===== src/rtl/hwpf_stride_pkg.sv =====
// Shared types and defaults for the RPT stride prefetcher (hwpf_stride_rpt).
// Optional statistics counters are enabled with the HWPF_RPT_STATS_EN macro in the top.
package hwpf_stride_pkg;

    typedef enum logic [1:0] {
        RPT_INIT,
        RPT_TRAIN,
        RPT_STEADY
    } rpt_state_t;

    typedef enum logic {
        IDLE,
        ISSUE
    } rpt_issue_state_t;

    localparam int HWPF_NENTRIES    = 16;
    localparam int HWPF_TAG_W       = 39;
    localparam int HWPF_ADDR_W      = 64;
    localparam int HWPF_STRIDE_W    = 12;
    localparam int HWPF_CONF_THRESH = 3;
    localparam int HWPF_MAX_DEGREE  = 4;
    localparam int HWPF_PAGE_W      = 12;

    // A requested degree of zero still issues one prefetch.
    function automatic logic [3:0] clamp_degree(input logic [3:0] deg, input logic [3:0] max_deg);
        if (deg == 4'd0) return 4'd1;
        if (deg > max_deg) return max_deg;
        return deg;
    endfunction

endpackage


===== src/rtl/hwpf_stride_rpt_issue.sv =====
// Prefetch issue engine: walks base+stride DEGREE times over a valid/ready port,
// stopping early rather than crossing a page boundary.
module hwpf_stride_rpt_issue
    import hwpf_stride_pkg::*;
#(
    parameter int ADDR_W     = HWPF_ADDR_W,
    parameter int STRIDE_W   = HWPF_STRIDE_W,
    parameter int PAGE_W     = HWPF_PAGE_W,
    parameter int MAX_DEGREE = HWPF_MAX_DEGREE
) (
    input  logic                clk_i,
    input  logic                rst_i,
    input  logic                trig_i,
    input  logic [ADDR_W-1:0]   trig_addr_i,
    input  logic [STRIDE_W-1:0] trig_stride_i,
    input  logic [3:0]          degree_i,
    input  logic                pf_ready_i,
    output logic                pf_valid_o,
    output logic [ADDR_W-1:0]   pf_addr_o,
    output logic                busy_o,
    output logic                trig_acc_o,
    output logic                trig_drop_o
);

    function automatic logic [ADDR_W-1:0] sext(input logic [STRIDE_W-1:0] s);
        return {{(ADDR_W-STRIDE_W){s[STRIDE_W-1]}}, s};
    endfunction

    function automatic logic same_page(input logic [ADDR_W-1:0] a, input logic [ADDR_W-1:0] b);
        return a[ADDR_W-1:PAGE_W] == b[ADDR_W-1:PAGE_W];
    endfunction

    rpt_issue_state_t    state_q, state_d;
    logic [ADDR_W-1:0]   addr_q, addr_d;
    logic [STRIDE_W-1:0] stride_q, stride_d;
    logic [3:0]          cnt_q, cnt_d;
    logic [ADDR_W-1:0]   trig_nxt, run_nxt;

    assign trig_nxt = trig_addr_i + sext(trig_stride_i);
    assign run_nxt  = addr_q + sext(stride_q);

    // addr_q always holds the address currently offered, so the page check is
    // done one step ahead and an out-of-page address is never presented.
    always_comb begin
        state_d     = state_q;
        addr_d      = addr_q;
        stride_d    = stride_q;
        cnt_d       = cnt_q;
        trig_acc_o  = 1'b0;
        trig_drop_o = 1'b0;
        case (state_q)
            IDLE: begin
                if (trig_i) begin
                    if (same_page(trig_nxt, trig_addr_i)) begin
                        state_d    = ISSUE;
                        addr_d     = trig_nxt;
                        stride_d   = trig_stride_i;
                        cnt_d      = clamp_degree(degree_i, 4'(MAX_DEGREE));
                        trig_acc_o = 1'b1;
                    end else begin
                        trig_drop_o = 1'b1;
                    end
                end
            end
            ISSUE: begin
                trig_drop_o = trig_i;
                if (pf_ready_i) begin
                    if (cnt_q == 4'd1 || !same_page(run_nxt, addr_q)) begin
                        state_d = IDLE;
                    end else begin
                        addr_d = run_nxt;
                        cnt_d  = cnt_q - 4'd1;
                    end
                end
            end
            default: state_d = IDLE;
        endcase
    end

    always_ff @(posedge clk_i) begin
        if (rst_i) begin
            state_q <= IDLE;
            addr_q  <= '0;
            cnt_q   <= '0;
        end else begin
            state_q <= state_d;
            addr_q  <= addr_d;
            cnt_q   <= cnt_d;
        end
    end

    always_ff @(posedge clk_i) begin
        stride_q <= stride_d;
    end

    assign pf_valid_o = (state_q == ISSUE);
    assign busy_o     = (state_q == ISSUE);
    assign pf_addr_o  = addr_q;

endmodule


===== src/rtl/hwpf_stride_rpt.sv =====
// RPT stride prefetcher top: fully-associative per-PC stride table with LRU replacement.
// Define HWPF_RPT_STATS_EN to add stat_trig_o / stat_issued_o / stat_drop_o counters.
module hwpf_stride_rpt
    import hwpf_stride_pkg::*;
#(
    parameter int NENTRIES    = HWPF_NENTRIES,
    parameter int TAG_W       = HWPF_TAG_W,
    parameter int ADDR_W      = HWPF_ADDR_W,
    parameter int STRIDE_W    = HWPF_STRIDE_W,
    parameter int CONF_THRESH = HWPF_CONF_THRESH,
    parameter int MAX_DEGREE  = HWPF_MAX_DEGREE,
    parameter int PAGE_W      = HWPF_PAGE_W
) (
    input  logic              clk_i,
    input  logic              rst_i,
    input  logic              enable_i,
    input  logic [3:0]        degree_i,
    input  logic              snoop_valid_i,
    input  logic [TAG_W-1:0]  snoop_tag_i,
    input  logic [ADDR_W-1:0] snoop_addr_i,
    output logic              pf_valid_o,
    input  logic              pf_ready_i,
    output logic [ADDR_W-1:0] pf_addr_o,
    output logic              busy_o
`ifdef HWPF_RPT_STATS_EN
    ,
    output logic [31:0]       stat_trig_o,
    output logic [31:0]       stat_issued_o,
    output logic [31:0]       stat_drop_o
`endif
);

    localparam int AGE_W = $clog2(NENTRIES);

    typedef struct packed {
        logic                valid;
        logic [TAG_W-1:0]    tag;
        logic [ADDR_W-1:0]   last_addr;
        logic [STRIDE_W-1:0] stride;
        logic [2:0]          conf;
        rpt_state_t          state;
        logic [AGE_W-1:0]    age;
    } rpt_entry_t;

    rpt_entry_t tbl_q [NENTRIES];
    rpt_entry_t tbl_d [NENTRIES];

    logic              hit, inv_found, do_upd, trig;
    logic [AGE_W-1:0]  hit_idx, inv_idx, lru_idx, sel_idx;
    logic [AGE_W:0]    old_age;
    rpt_entry_t        cur, upd;
    logic [ADDR_W-1:0] delta, stride_ext;
    logic              delta_fits, stride_match;
    logic [2:0]        conf_inc;
    logic              trig_acc, trig_drop;

    assign do_upd = snoop_valid_i & enable_i;

    // Descending scan so the lowest matching index wins.
    always_comb begin
        hit       = 1'b0;
        hit_idx   = '0;
        inv_found = 1'b0;
        inv_idx   = '0;
        lru_idx   = '0;
        for (int i = NENTRIES - 1; i >= 0; i--) begin
            if (tbl_q[i].valid && tbl_q[i].tag == snoop_tag_i) begin
                hit     = 1'b1;
                hit_idx = AGE_W'(i);
            end
            if (!tbl_q[i].valid) begin
                inv_found = 1'b1;
                inv_idx   = AGE_W'(i);
            end
            if (tbl_q[i].valid && tbl_q[i].age == AGE_W'(NENTRIES - 1)) lru_idx = AGE_W'(i);
        end
    end

    // An invalid entry counts as older than every valid one, so all valid ages shift up.
    always_comb begin
        if (hit) begin
            sel_idx = hit_idx;
            old_age = {1'b0, tbl_q[hit_idx].age};
        end else if (inv_found) begin
            sel_idx = inv_idx;
            old_age = (AGE_W+1)'(NENTRIES);
        end else begin
            sel_idx = lru_idx;
            old_age = {1'b0, tbl_q[lru_idx].age};
        end
        cur = tbl_q[sel_idx];
    end

    assign delta        = snoop_addr_i - cur.last_addr;
    assign delta_fits   = (&delta[ADDR_W-1:STRIDE_W-1]) | ~(|delta[ADDR_W-1:STRIDE_W-1]);
    assign stride_ext   = {{(ADDR_W-STRIDE_W){cur.stride[STRIDE_W-1]}}, cur.stride};
    assign stride_match = (delta == stride_ext);
    assign conf_inc     = cur.conf + 3'd1;

    always_comb begin
        upd           = cur;
        trig          = 1'b0;
        upd.age       = '0;
        upd.last_addr = snoop_addr_i;
        if (!hit) begin
            upd.valid  = 1'b1;
            upd.tag    = snoop_tag_i;
            upd.stride = '0;
            upd.conf   = '0;
            upd.state  = RPT_INIT;
        end else if (!delta_fits) begin
            upd.state  = RPT_INIT;
            upd.stride = '0;
            upd.conf   = '0;
        end else begin
            case (cur.state)
                RPT_INIT: begin
                    upd.state  = RPT_TRAIN;
                    upd.stride = delta[STRIDE_W-1:0];
                    upd.conf   = '0;
                end
                RPT_TRAIN: begin
                    if (stride_match && cur.stride != '0) begin
                        upd.conf = conf_inc;
                        if (conf_inc == 3'(CONF_THRESH)) upd.state = RPT_STEADY;
                    end else begin
                        upd.stride = delta[STRIDE_W-1:0];
                        upd.conf   = '0;
                    end
                end
                RPT_STEADY: begin
                    if (stride_match) begin
                        trig = do_upd;
                    end else begin
                        upd.state  = RPT_TRAIN;
                        upd.stride = delta[STRIDE_W-1:0];
                        upd.conf   = '0;
                    end
                end
                default: upd.state = RPT_INIT;
            endcase
        end
    end

    always_comb begin
        tbl_d = tbl_q;
        if (do_upd) begin
            for (int i = 0; i < NENTRIES; i++) begin
                if (AGE_W'(i) == sel_idx) begin
                    tbl_d[i] = upd;
                end else if (tbl_q[i].valid && {1'b0, tbl_q[i].age} < old_age) begin
                    tbl_d[i].age = tbl_q[i].age + 1'b1;
                end
            end
        end
    end

    always_ff @(posedge clk_i) begin
        if (rst_i) begin
            for (int i = 0; i < NENTRIES; i++) begin
                tbl_q[i].valid <= 1'b0;
                tbl_q[i].age   <= '0;
                tbl_q[i].state <= RPT_INIT;
                tbl_q[i].conf  <= '0;
            end
        end else begin
            tbl_q <= tbl_d;
        end
    end

    hwpf_stride_rpt_issue #(
        .ADDR_W     (ADDR_W),
        .STRIDE_W   (STRIDE_W),
        .PAGE_W     (PAGE_W),
        .MAX_DEGREE (MAX_DEGREE)
    ) u_issue (
        .clk_i         (clk_i),
        .rst_i         (rst_i),
        .trig_i        (trig),
        .trig_addr_i   (snoop_addr_i),
        .trig_stride_i (cur.stride),
        .degree_i      (degree_i),
        .pf_ready_i    (pf_ready_i),
        .pf_valid_o    (pf_valid_o),
        .pf_addr_o     (pf_addr_o),
        .busy_o        (busy_o),
        .trig_acc_o    (trig_acc),
        .trig_drop_o   (trig_drop)
    );

`ifdef HWPF_RPT_STATS_EN
    logic [31:0] stat_trig_q, stat_issued_q, stat_drop_q;

    always_ff @(posedge clk_i) begin
        if (rst_i) begin
            stat_trig_q   <= '0;
            stat_issued_q <= '0;
            stat_drop_q   <= '0;
        end else begin
            stat_trig_q   <= stat_trig_q + 32'(trig_acc);
            stat_issued_q <= stat_issued_q + 32'(pf_valid_o & pf_ready_i);
            stat_drop_q   <= stat_drop_q + 32'(trig_drop);
        end
    end

    assign stat_trig_o   = stat_trig_q;
    assign stat_issued_o = stat_issued_q;
    assign stat_drop_o   = stat_drop_q;
`else
    logic unused_stats;
    assign unused_stats = trig_acc ^ trig_drop;
`endif

endmodule

===== config.mk =====
export PLATFORM = sky130hd
export DESIGN_NAME = hwpf_stride_rpt
export DESIGN_NICKNAME = d
export VERILOG_FILES = /design/src/rtl/hwpf_stride_pkg.sv /design/src/rtl/hwpf_stride_rpt_issue.sv /design/src/rtl/hwpf_stride_rpt.sv
export SDC_FILE = /design/constraint.sdc
export NUM_CORES = 2
export LEC_CHECK = 0
export ABC_AREA = 1
export CAP_MARGIN = 10
export CORE_ASPECT_RATIO = 2
export CORE_MARGIN = 5
export CORE_UTILIZATION = 55
export CTS_CLUSTER_SIZE = 16
export DETAILED_ROUTE_END_ITERATION = 10
export PLACE_DENSITY_LB_ADDON = 0.2
export SYNTH_ARGS = -nofsm -noshare
export SYNTH_HDL_FRONTEND = slang
export SYNTH_SLANG_ARGS = --single-unit

===== constraint.sdc =====
create_clock -name clk_i -period 26.9 [get_ports clk_i]
set_clock_uncertainty 0.15 [all_clocks]
set_input_delay 5.38 -clock clk_i [delete_from_list [all_inputs] [get_ports clk_i]]
set_output_delay 5.38 -clock clk_i [all_outputs]
set_load 0.005 [all_outputs]

# == Word level (Yosys, flattened, before mapping) ==
# Cells that the tools add are included.
# word_totals
ff_bits,2081
output_inout_bits,66
inputBits,112
# classes
n_bitwise,8
eq_ne,58
mux,167
addsub,21
reduce_logical,123
order_cmp,20
# op_table
op,n
125-bit binary-select mux with 4-bit select,3
39-bit equality test,16
4-bit 2-to-1 mux,94
64-bit 2-to-1 mux,4
125-bit 2-to-1 mux,2
64-bit adder,2
64-bit case mux with 2 select lines,1
52-bit equality test,2
4-bit by 5-bit < comparator with 1-bit output,16
"4-bit by 1-bit adder with 4-bit output, second input constant",16
"4-bit equality test, second input constant",16
64-bit equality test,1
2-bit AND reduction,32
64-bit subtractor,1
53-bit AND reduction,1
53-bit OR reduction,1
17-bit 2-to-1 mux,3
3-bit AND reduction,17
1-bit logical AND,49
1-bit 2-to-1 mux,49
15-bit case mux with 3 select lines,1
40-bit 2-to-1 mux,1
"4-bit equality test, first input constant",8
2-bit nonzero test,16
30 further kinds,45

# == Logic depth before layout (Yosys ltp) ==
# logic_depth
depth_word,41
ltp_mapped,77

# == By module ==
# Synthesis repeated with hierarchy kept, for this count alone.
# unflattened
cells_unflattened,10887
area_unflattened_um2,104835.5
# by_module_without_submodules
module,cells_per_inst,area_per_inst_um2,n_inst,seq_area_each_um2
hwpf_stride_rpt,7325,87216.1,1,58456.1
hwpf_stride_rpt_issue,3562,17619.4,1,1741.7

# == Least setup slack after synthesis ==
# Ideal clock, no wire load.
# synth_timing
kind,input -> register
startpoint,in snoop_tag_i[29]
endpoint,reg tbl_q[508] in the netlist's numbering
arrival_ps,14171
path_stages,31
setup_slack_ps,12484
cell_sequence,buf_2 > inv_4 > buf_2 > o21ai_0 > nor4_1 > nand2_1 > nand3b_1 > nor2_1 > inv_1 > nand2_1 > nand2_1 > nand2_1 > nand2_1 > nand2_1 > nand2_1 > nand2_1 > nand2_1 > nand2_2 > nand2_2 > nand2_4 > buf_8 > nand2_1 > inv_1 > clkbuf_1 > clkbuf_1 > nand2_1 > nor2_1 > inv_1 > nor2_1 > inv_1 > o21ai_0
# synth_via
elab_chain_cells,30
elab_cells_between_ends,88
classes_between,add/sub (2); eq/ne (20); mux (41); bitwise (3); reduce/logical (22)
# synth_rtl
element,line_no,source
"start, declared",hwpf_stride_rpt.sv:19,"input logic [TAG_W-1:0] snoop_tag_i,"
39-bit equality test,hwpf_stride_rpt.sv:67,if (tbl_q[i].valid && tbl_q[i].tag == snoop_tag_i) begin
1-bit logical AND,hwpf_stride_rpt.sv:67,
4-bit 2-to-1 mux / 1-bit 2-to-1 mux (equally long branches) (16 in a row),hwpf_stride_rpt.sv:67,
4-bit 2-to-1 mux,hwpf_stride_rpt.sv:81,if (hit) begin
4-bit inverter with 5-bit output (implied by the code),hwpf_stride_rpt.sv:91,cur = tbl_q[sel_idx];
125-bit binary-select mux with 4-bit select,hwpf_stride_rpt.sv:91,
125-bit 2-to-1 mux (implied by the code) (2 in a row),hwpf_stride_rpt.sv:91,
64-bit subtractor,hwpf_stride_rpt.sv:94,assign delta = snoop_addr_i - cur.last_addr;
64-bit equality test,hwpf_stride_rpt.sv:97,assign stride_match = (delta == stride_ext);
1-bit logical AND,hwpf_stride_rpt.sv:123,if (stride_match && cur.stride != '0) begin
3-bit 2-to-1 mux,hwpf_stride_rpt.sv:123,
15-bit case mux with 3 select lines,hwpf_stride_rpt.sv:116,case (cur.state)
17-bit 2-to-1 mux,hwpf_stride_rpt.sv:111,end else if (!delta_fits) begin
17-bit 2-to-1 mux,hwpf_stride_rpt.sv:105,if (!hit) begin
"end signal, assigned",hwpf_stride_rpt.sv:167,tbl_q <= tbl_d;
"end, declared",hwpf_stride_rpt.sv:45,rpt_entry_t tbl_q [NENTRIES];
# Parallel ways exist; a longest one is shown, timed or not. The select of a mux whose other input is x is not followed.
# A chain may end at the register's enable or synchronous reset.

==> metrics.yaml <==
pwr:
  p_sw_mw: 1.74
  combPwrFrac_pct: 10.5
  power_density_nw_per_um2: 62.9
  leakagePower_nw: 40.2
  seqPwrFrac_pct: 51.1
  irDropWorstVdd_uv: 46.9
  p_int_mw: 5.14
  switching_share_pct: 25.3
  p_clk_share_pct: 38.3
critical_path:
  critical_path_peak_fanout: 70
  worstSetupPathType: "primary input to flip-flop"
  critPathMaxStageDelay_ns: 1.02
  critPathBufInv: 11
  timing.critical_path.mode_cell: "nand2_1"
  worstPathArrival_ns: 21.28
  crit_family: "simple AND/OR/NAND/NOR gates"
  critPathSlowestCell: "a21oi_1"
  crit_required_ns: 27.18
  cp-start-kind: "primary input"
  cp-end-kind: "flip-flop"
cts:
  clockBufferDepth: 4
  post_cts_resized: 0
  cts_tree: "built"
  cts_made_buffers: 187
  holdBufCountCts: 0
  cts_sinks: 2081
  cts-root-buf: "clkbuf_16"
  cts_setup_buffers: 0
  clock_latency_ns: 0.86
  clk_pin_slew_worst_paths_ns: 0.06
  htree_levels: 4
grt:
  grt_pass1_vias: 78200
  grt_first_pass_wirelength_um: 530000
  track_usage_pct: 39.0
  antenna_found_initial: 28
  grt.overflow.total: 0
  grt_max_degree: 135
detailed_routing:
  route.detailed.drc: 0
  vias: 78400
  routed_wl_um: 377000
  avgViaCountPerCell: 6.52
  drt_iter0_drc: 9164
  wl_per_cell_um: 31.3
  firstDrtPassIters: 10
  antenna_left: 0
synthesis:
  synth_edf_count: 1852
  syn_inst: 9388
  yosys_warnings: 0
  netlist_area_um2: 99200
  ys_seq_elements: 2081
  syn_nets: 9761
  synth_top_flop_cell: "edfxtp_1"
  yosysUniqueCellTypes: 69
  async_flop_share_pct: 0
  syn_avg_cell_area_um2: 10.6
  ys_seq_area_share_pct: 60.7
flow_run:
  max_cap_violations: 0
timing:
  hold_ws_ns: 0.315
  tightest_slew_ns: 1.31
  rsz0062_at_grt: "false"
  finalSetupTns_ns: 0
  post-route-period-util_pct: 78.1
  relSlewSlack_pct: 11.8
  fmax_mhz: 47.6
  final_hold_viol_count: 0
  maxSlewViolCount: 0
  fin_ws_ns: 5.90
  setup_viol: 0
  fin_crit_ns: 21.00
floorplanning:
  core_area_um2: 179000
  dieArea_um2: 189000
  die_w_um: 310
  die_h_um: 611
  initial_utilization_pct: 55.3
  rows: 220
  io_pins: 178
placed_design:
  pre_cts_ws_ns: 6.79
  place_congestion: 1.07
  hpwl_um: 249000
  numPortBuffers: 177
status:
  status: "completed"
layout:
  drive_gt1_share_pct: 6.27
  area_growth_pct: 10.3
  fin_nets: 9906
  num-fill-cells: 14700
min_path:
  hp-class: "flip-flop to flip-flop"
## through the flow
step | power (mW) | std cells | utilization, % | instance area (um^2)
after detailed placement | 4.29 | 11700 | 57.7 | 104000
final | 6.88 | 12000 | 61.0 | 109000
after global routing | 7.06 | 12000 | 60.9 | 109000
after floorplan | 4.01 | 9388 | - | 99200
after global placement | 4.28 | 11700 | 57.7 | 104000
after CTS | 6.86 | 12000 | 60.9 | 109000
## registers in the layout, summed over array words and instances, names as in the netlist
register and cells:
tbl_q 2000, u_issue.pf_addr_o 64, u_issue.stride_q 12, u_issue.cnt_q 4, u_issue.busy_o 1
## power by group through the flow
| stage | Sequential, mW | Clock (mW) | Combinational, mW |
|---|---|---|---|
| 2_1_floorplan | 3.59 | 0 | 0.419 |
| 3_3_place_gp | 3.59 | 0 | 0.696 |
| 3_5_place_dp | 3.59 | 0 | 0.698 |
| 4_1_cts | 3.52 | 2.64 | 0.701 |
| 5_1_grt | 3.52 | 2.77 | 0.769 |
| 6_report | 3.52 | 2.64 | 0.726 |
## layer usage
layer,GRT usage [%],up-vias,wire (um)
met2,68.0,4844,190000
met1,36.8,37700,111000
met4,36.5,16,44800
met5,0,-,134
li1,-,34000,-
met3,9.42,1897,31400
## logic make-up (layout without fill, tap and decap cells)
group | after synthesis | in the layout | synth area share [%]
other | 0 | 26 | 0
multiplexers | 5 | 5 | 0.0505
buffers and inverters | 1234 | 1522 | 5.15
AND/OR/NAND/NOR | 3180 | 3180 | 13.4
XOR/XNOR | 375 | 375 | 3.33
AO/OA/AOI/OAI | 2252 | 2252 | 14.0
adder cells (fa/ha/maj) | 261 | 261 | 3.32
flip-flops | 2081 | 2081 | 60.7
## worst min-delay path: stages (launching register included)
cell and delay, ns:
dfxtp_1 0.31, nand2_1 0.06, o21ai_1 0.05
## synth_stat cells (6+ instances only)
library cell,count,area [um^2]
a211oi_1,63,473
a21boi_0,13,97.6
a21o_1,11,82.6
a21oi_1,470,2350
a221oi_1,65,569
a22o_1,249,2180
a31oi_1,74,463
and3_1,15,93.8
buf_1,35,131
buf_2,92,460
buf_4,36,270
buf_6,23,259
clkbuf_1,231,867
dfxtp_1,229,4580
edfxtp_1,1852,55600
ha_1,258,3230
inv_1,761,2860
inv_2,45,169
nand2_1,1669,6260
nand2_2,17,106
nand3_1,285,1430
nand3b_1,20,150
nand4_1,176,1100
nor2_1,822,3090
nor2_2,8,50.1
nor3_1,70,350
nor4_1,43,269
o2111a_1,30,338
o2111ai_1,21,184
o211ai_1,27,203
o21a_1,34,255
o21ai_0,647,3240
o21ai_1,83,415
o21bai_1,33,248
o221ai_1,6,52.6
o22ai_1,398,2490
or2_2,25,156
xnor2_1,167,1460
xor2_1,207,1810
## cells in the final DEF (no fill, tap or decap), types with 187 or more instances in the layout
cell | Yosys | final
a22o_1 | 249 | 249
inv_1 | 761 | 758
nand2_1 | 1669 | 1668
dfxtp_1 | 229 | 228
nor2_1 | 822 | 802
o21ai_0 | 647 | 647
clkbuf_16 | 0 | 187
o22ai_1 | 398 | 398
ha_1 | 258 | 258
a21oi_1 | 470 | 470
buf_4 | 36 | 196
xor2_1 | 207 | 207
edfxtp_1 | 1852 | 1852
nand3_1 | 285 | 285
## final cells by class
type	count	area [um^2]	area share, %
clock buffers	232	4880	4.46
clock inverters	100	915	0.836
repair buffers	377	3320	3.03
well taps	2331	2920	2.67
multi-input cells	6073	34100	31.1
inverters	813	3070	2.81
diodes	26	65.1	0.0595
flip-flops and latches	2081	60200	55.0
## path summary, 6_finish.rpt
check             depth (start not counted)  slack (ns)                  endpoint                startpoint
setup / recovery                         52        5.90     tbl_q[1385]$_DFFE_PP_           snoop_tag_i[10]
hold / removal                            2        0.31  tbl_q[1758]$_SDFFE_PP0P_  tbl_q[1758]$_SDFFE_PP0P_
setup reg to reg                         49       11.58     tbl_q[1385]$_DFFE_PP_      tbl_q[469]$_DFFE_PP_
hold reg to reg                           2        0.31  tbl_q[1758]$_SDFFE_PP0P_  tbl_q[1758]$_SDFFE_PP0P_
No activity file was read; power rests on OpenSTA's default activity.
